$ cat config.mk
export PLATFORM = sky130hd
export DESIGN_NAME = mask_writeback
export DESIGN_NICKNAME = d
export VERILOG_FILES = /design/src/rtl/skel_pkg.sv /design/src/rtl/wb_frame_buf.sv /design/src/rtl/mask_writeback.sv
export SDC_FILE = /design/constraint.sdc
export NUM_CORES = 1
export LEC_CHECK = 0
export BUFFER_PORTS_ARGS = -buffer_cell sky130_fd_sc_hd__buf_2
export CAP_MARGIN = 20
export CORE_MARGIN = 1.5
export CORE_UTILIZATION = 45
export DETAILED_ROUTE_END_ITERATION = 8
export PLACE_DENSITY = 0.59
export SYNTH_ARGS = -nofsm -noshare
export SYNTH_HDL_FRONTEND = slang
export SYNTH_SLANG_ARGS = --single-unit
export TNS_END_PERCENT = 5
$ cat constraint.sdc
create_clock -name clk -period 4.14 [get_ports clk]
set_clock_uncertainty 0.2 [all_clocks]
set_input_delay 0.414 -clock clk [delete_from_list [all_inputs] [get_ports clk]]
set_output_delay 0.414 -clock clk [all_outputs]
set_load 0.1 [all_outputs]
$ cat src/rtl/skel_pkg.sv
// Shared types and constants for the skeletonization write-back path.
package skel_pkg;

  typedef enum logic [1:0] {
    IDLE    = 2'd0,
    CAPTURE = 2'd1,
    REPORT  = 2'd2,
    REPLAY  = 2'd3
  } wb_state_t;

  // Each replayed pixel is held this many cycles for the half-rate consumer.
  localparam int unsigned REPLAY_HOLD = 2;

  function automatic int unsigned addr_width(input int unsigned bit_size);
    return bit_size + 1;
  endfunction

endpackage

$ cat src/rtl/wb_frame_buf.sv
// Frame buffer: async-read / sync-write pixel store plus a per-entry valid
// bitmap that is cleared by reset (storage itself is not).
module wb_frame_buf #(
  parameter int unsigned DEPTH = 64,
  parameter int unsigned IW    = 6,
  parameter int unsigned PW    = 8
) (
  input  logic          clk,
  input  logic          rst_n,
  input  logic          we,
  input  logic [IW-1:0] waddr,
  input  logic [PW-1:0] wdata,
  input  logic [IW-1:0] cap_addr,
  output logic [PW-1:0] cap_data_c,
  output logic          cap_valid_c,
  input  logic [IW-1:0] rep_addr,
  output logic [PW-1:0] rep_data_c
);

  logic [PW-1:0]    mem [DEPTH];
  logic [DEPTH-1:0] valid;

  always_ff @(posedge clk) begin
    if (we) mem[waddr] <= wdata;
  end

  always_ff @(posedge clk or negedge rst_n) begin
    if (!rst_n)  valid        <= '0;
    else if (we) valid[waddr] <= 1'b1;
  end

  assign cap_data_c  = mem[cap_addr];
  assign cap_valid_c = valid[cap_addr];
  assign rep_data_c  = mem[rep_addr];

endmodule

$ cat src/rtl/mask_writeback.sv
// Captures the convolution write-out stream, counts changed pixels per pass and
// replays the frame as a load stream. Optional Harris map: HARRIS_MAP_EN.
module mask_writeback
  import skel_pkg::*;
#(
  parameter int unsigned N          = 8,
  parameter int unsigned bitSize    = 6,
  parameter int unsigned pixelWidth = 8
) (
  input  logic                  clk,
  input  logic                  rst_n,
  input  logic                  wo_en,
  input  logic [bitSize:0]      wo_addr,
  input  logic [pixelWidth-1:0] wo_pixel,
  input  logic                  wo_harris,
  input  logic                  start_replay,
  output logic                  ld_we,
  output logic [pixelWidth-1:0] ld_data,
  output logic                  pass_done,
  output logic                  converged,
  output logic [bitSize+1:0]    change_count,
  output logic                  busy,
  output logic [bitSize+1:0]    corner_count
);

  localparam int unsigned AW   = addr_width(bitSize);
  localparam int unsigned AW1  = AW + 1;
  localparam int unsigned CW   = bitSize + 2;
  localparam int unsigned NPIX = N * N;
  localparam int unsigned IW   = (NPIX > 1) ? $clog2(NPIX) : 1;
  localparam int unsigned RLEN = REPLAY_HOLD * NPIX;

  wb_state_t             state, state_d;
  logic                  prev_wo_en;
  logic [AW-1:0]         last_addr, last_addr_d;
  logic [CW-1:0]         chg_cnt, chg_cnt_d, crn_cnt, crn_cnt_d;
  logic [CW-1:0]         rep_cnt, rep_cnt_d, rep_next_c;
  logic                  ld_we_d, pass_done_d, converged_d, busy_d;
  logic [pixelWidth-1:0] ld_data_d;
  logic [CW-1:0]         change_count_d, corner_count_d;

  logic                  rise_c, in_range_c, take_c, wr_c, diff_c;
  logic [IW-1:0]         wr_idx_c, rep_idx_c;
  logic [pixelWidth-1:0] cap_data_c, rep_data_c;
  logic                  cap_valid_c;

  assign rise_c     = wo_en && !prev_wo_en;
  assign in_range_c = {1'b0, wo_addr} < AW1'(NPIX);
  assign take_c     = wo_en && (((state == IDLE) && rise_c) ||
                                ((state == CAPTURE) && (wo_addr != last_addr)));
  assign wr_c       = take_c && in_range_c;
  assign wr_idx_c   = IW'(wo_addr);
  assign diff_c     = !cap_valid_c || (cap_data_c != wo_pixel);
  assign rep_next_c = (state == REPLAY) ? rep_cnt + CW'(1) : '0;
  assign rep_idx_c  = IW'(rep_next_c / CW'(REPLAY_HOLD));

  wb_frame_buf #(
    .DEPTH(NPIX),
    .IW   (IW),
    .PW   (pixelWidth)
  ) u_buf (
    .clk        (clk),
    .rst_n      (rst_n),
    .we         (wr_c),
    .waddr      (wr_idx_c),
    .wdata      (wo_pixel),
    .cap_addr   (wr_idx_c),
    .cap_data_c (cap_data_c),
    .cap_valid_c(cap_valid_c),
    .rep_addr   (rep_idx_c),
    .rep_data_c (rep_data_c)
  );

`ifdef HARRIS_MAP_EN
  logic [NPIX-1:0] harris_map;

  always_ff @(posedge clk) begin
    if (wr_c) harris_map[wr_idx_c] <= wo_harris;
  end
`else
  logic harris_unused;
  assign harris_unused = wo_harris;
`endif

  // Next-state and registered-output values.
  always_comb begin
    state_d        = state;
    last_addr_d    = take_c ? wo_addr : last_addr;
    chg_cnt_d      = chg_cnt + ((wr_c && diff_c) ? CW'(1) : CW'(0));
`ifdef HARRIS_MAP_EN
    crn_cnt_d      = crn_cnt + ((wr_c && wo_harris) ? CW'(1) : CW'(0));
`else
    crn_cnt_d      = '0;
`endif
    rep_cnt_d      = rep_cnt;
    ld_we_d        = 1'b0;
    ld_data_d      = ld_data;
    pass_done_d    = 1'b0;
    converged_d    = converged;
    change_count_d = change_count;
    corner_count_d = corner_count;

    case (state)
      IDLE: begin
        if (rise_c) begin
          state_d = CAPTURE;
        end else if (start_replay && !converged) begin
          state_d   = REPLAY;
          rep_cnt_d = '0;
          ld_we_d   = 1'b1;
          ld_data_d = rep_data_c;
        end
      end
      CAPTURE: begin
        if (!wo_en) begin
          state_d        = REPORT;
          pass_done_d    = 1'b1;
          change_count_d = chg_cnt;
          corner_count_d = crn_cnt;
          converged_d    = (chg_cnt == '0);
          chg_cnt_d      = '0;
          crn_cnt_d      = '0;
        end
      end
      REPORT: state_d = IDLE;
      REPLAY: begin
        if (rep_cnt == CW'(RLEN - 1)) begin
          state_d = IDLE;
        end else begin
          rep_cnt_d = rep_next_c;
          ld_we_d   = 1'b1;
          ld_data_d = rep_data_c;
        end
      end
      default: state_d = IDLE;
    endcase

    busy_d = (state_d == CAPTURE) || (state_d == REPLAY);
  end

  always_ff @(posedge clk or negedge rst_n) begin
    if (!rst_n) begin
      state        <= IDLE;
      prev_wo_en   <= 1'b0;
      last_addr    <= '0;
      chg_cnt      <= '0;
      crn_cnt      <= '0;
      rep_cnt      <= '0;
      ld_we        <= 1'b0;
      ld_data      <= '0;
      pass_done    <= 1'b0;
      converged    <= 1'b0;
      change_count <= '0;
      corner_count <= '0;
      busy         <= 1'b0;
    end else begin
      state        <= state_d;
      prev_wo_en   <= wo_en;
      last_addr    <= last_addr_d;
      chg_cnt      <= chg_cnt_d;
      crn_cnt      <= crn_cnt_d;
      rep_cnt      <= rep_cnt_d;
      ld_we        <= ld_we_d;
      ld_data      <= ld_data_d;
      pass_done    <= pass_done_d;
      converged    <= converged_d;
      change_count <= change_count_d;
      corner_count <= corner_count_d;
      busy         <= busy_d;
    end
  end

endmodule

==> run_results.csv <==
group,metric,value,unit
routing,post_drt_wl_per_cell,31.1,um
floorplan,io_pins,48,
global_route,groute.layer.met2.usage,51.5,%
global_route,top_usage_layer,"met2",
critical_path,crit_fanout,20,
global_route,grt_pass1_wl,162,mm
routing,drtIter0Drc,3671,
floorplan,dieHeight,259,um
hold_path,min_path_cells,3,
timing,tightest_slew,1.20,ns
yosys,yosysSeqAreaShare,61.3,%
clock_tree,clk_pin_slew,0.06,ns
global_route,grt_remaining_overflow,0,
floorplan,die-area,67200,sq um
routing,vias,23500,
finish,drive_above_1_share,24.3,%
global_route,first_global_vias,22500,
timing,period_minus_slack,4.00,ns
hold_path,min_path_type,"input pin to register",
clock_tree,cts-root-buf,"clkbuf_16",
clock_tree,htreeDepth,3,
critical_path,r2r_slack,0.14,ns
power_and_ir_drop,power,15.8,mW
floorplan,start_util,45.7,%
global_route,antenna_found_initial,5,
critical_path,required,4.45,ns
critical_path,crit_type,"register to register",
timing,rsz0062_at_grt,"no",
floorplan,die_w,259,um
global_route,grt_start_max_net_pins,65,
hold_path,min-delay-start,"wo_addr[5]",
placed_design,dp_slack,-0.379,ns
finish,fin_area,35500,sq um
critical_path,cp_cell_sequence,"ha_1, buf_4, and2_2, buf_4, buf_4, a311oi_1, a311oi_1, a311o_1, o311ai_0, a22o_1",
global_route,met1_usage,44.9,%
critical_path,critPathArrivalTime,4.32,ns
yosys,ys_types,76,
yosys,async_reset_ff_share,17.6,%
yosys,synth_common_cells,"528 x nand2_1, 512 x edfxtp_1, 194 x nand3_1",
clock_tree,cts_made_buffers,70,
yosys,syn_area,29600,sq um
critical_path,cp_num_buf_inv,3,
critical_path,critical_path.max_stage_delay,0.54,ns
critical_path,start_kind,"register",
global_route,use_met3,8.89,%
yosys,syn_avg_cell_area,12.1,sq um
timing,min_period_over_period,96.7,%
critical_path,r2r_start,"state[0]",
clock_tree,numClockSinks,621,
timing,max_freq,250,MHz
yosys,synthCells,2433,
clock_tree,cts_tree,"done",
yosys,synth_area_leader_cell,"edfxtp_1",
timing,setup_ws,0.137,ns
finish,stdcell_count,3652,
routing,drtPass1Iterations,6,
timing,final_hold_viol_count,0,
yosys,synthFlopType,"edfxtp_1",
critical_path,end_kind,"register",
critical_path,rr_endpoint,"ld_data[5]",
routing,antenna_left,0,
placed_design,port_buffers,38,
power_and_ir_drop,ir_drop,0.374,mV
yosys,yosysMostFrequentCell,"nand2_1",
routing,vias_per_cell,6.43,
placed_design,placed_area,33100,sq um
timing,setup_viol,0,
critical_path,cp_common_cell,"buf_4",
placed_design,dp.final_hpwl,80.2,mm
power_and_ir_drop,p_per_area,446,nW/um^2
power_and_ir_drop,p_leak,13.8,nW
finish,area_growth,20.1,%
status,outcome,"finished, final reports clean",
floorplan,fp.coreArea,64700,sq um
yosys,synth_top_area_share,52.0,%
yosys,ys_seq_elements,621,
flow_run,cap_violations,0,
routing,drc,0,
clock_tree,cts_buffer_depth,3,
routing,totalWireLength,114,mm
finish,fin_nets,2765,
yosys,ys_top_cells_by_area,"edfxtp_1 52%, dfrtp_1 9.2%, nand2_1 6.7%, mux4_2 4.4%, nand3_1 3.3%",
floorplan,rows,93,
timing,tns,0,ns
critical_path,reg2reg_depth,10,
clock_tree,insertion_delay,0.63,ns
critical_path,cp_slowest_cell,"ha_1",
yosys,synth_warnings,0,
placed_design,gp_congestion,1.01,
global_route,grt_usage,33.8,%
timing,relSlewSlack,19.7,%
critical_path,crit_family,"compound AO/OA/AOI/OAI gates",
placed_design,place_inst,3518,
hold_path,hold_end,"last_addr[5]",
yosys,synth_edf_count,512,
timing,slew_violations,0,
stage by stage:
stage / hold WS, ns / utilization [%]
6_report: 0.201 / 54.9
5_1_grt: 0.182 / 54.9
4_1_cts: 0.145 / 54.9
3_5_place_dp: 0.247 / 51.2
3_3_place_gp: 0.246 / 51.2
2_1_floorplan: -0.0816 / -
per-layer routing:
layer	part of all wire [%]	vias to the layer above
met2	44	1652
met4	5.8	10
li1	-	9850
met3	11	325
met1	38	11600
met5	0.055	-
worst min-delay path: stages:
cell and delay [ns]:
buf_2 0.22, buf_4 0.21, mux2_2 0.15
area by class of cell:
class                           count  area (sq um)
Antenna cell                        1          2.50
Clock buffer                      101          2040
Clock inverter                     28           277
Fill cell                        5418         29200
Inverter                           12          45.0
Multi-Input combinational cell   1622         10600
Sequential cell                   621         18100
Tap cell                          855          1070
Timing Repair Buffer              412          3360
what timing repair did:
action | in CTS | in global routing
endpoints found under the hold margin | 59 | 0
setup endpoints to repair | 0 | 4
hold buffers | 4 | 0
resized for setup | 0 | 1
setup buffers | 0 | 0
cells by family after synthesis:
family,count (synthesis),synth area share (%)
other cells,1,0.0127
fa+ha+maj,6,0.254
mux,193,9.21
buf+inv,197,3.17
compound gates,393,10.2
xor+xnor,23,0.682
flops,621,61.3
simple gates,999,15.2
state kept, by name, summed over array words and instances, names as in the netlist:
register      cells
u_buf.mem       512
state             2
u_buf.valid      64
change_count      8
ld_we             1
last_addr         7
chg_cnt           8
converged         1
pass_done         1
prev_wo_en        1
rep_cnt           8
ld_data           8
placed cells by master (no fill, tap or decap), types with 47 or more instances in the layout:
cell,instances
nand2_1,525
edfxtp_1,512
buf_4,345
nand3_1,194
dfrtp_1,109
nor2_1,93
mux2i_1,90
a311oi_1,74
clkbuf_16,73
or2_2,65
mux4_2,58
a22oi_1,54
a21oi_1,47
power breakdown:
part	internal (mW)	switching, mW	leakage [nW]	total [mW]
logic	0.746	1.61	6.58	2.36
clock network	3.74	2.54	1.13	6.29
registers	7.02	0.181	6.06	7.20
worst max-delay path by stage:
stage	start	to	slack (ns)	depth (start not counted)
2_1_floorplan	wo_addr[2]	chg_cnt[6]	0.47	17
3_3_place_gp	wo_addr[0]	chg_cnt[6]	-0.41	16
3_5_place_dp	wo_addr[1]	chg_cnt[7]	-0.38	17
4_1_cts	u_buf.mem[63][6]	chg_cnt[7]	0.07	14
5_1_grt	u_buf.mem[59][6]	chg_cnt[7]	0.003	14
6_report	state[0]	ld_data[5]	0.14	10
No activity file was read; power rests on OpenSTA's default activity.
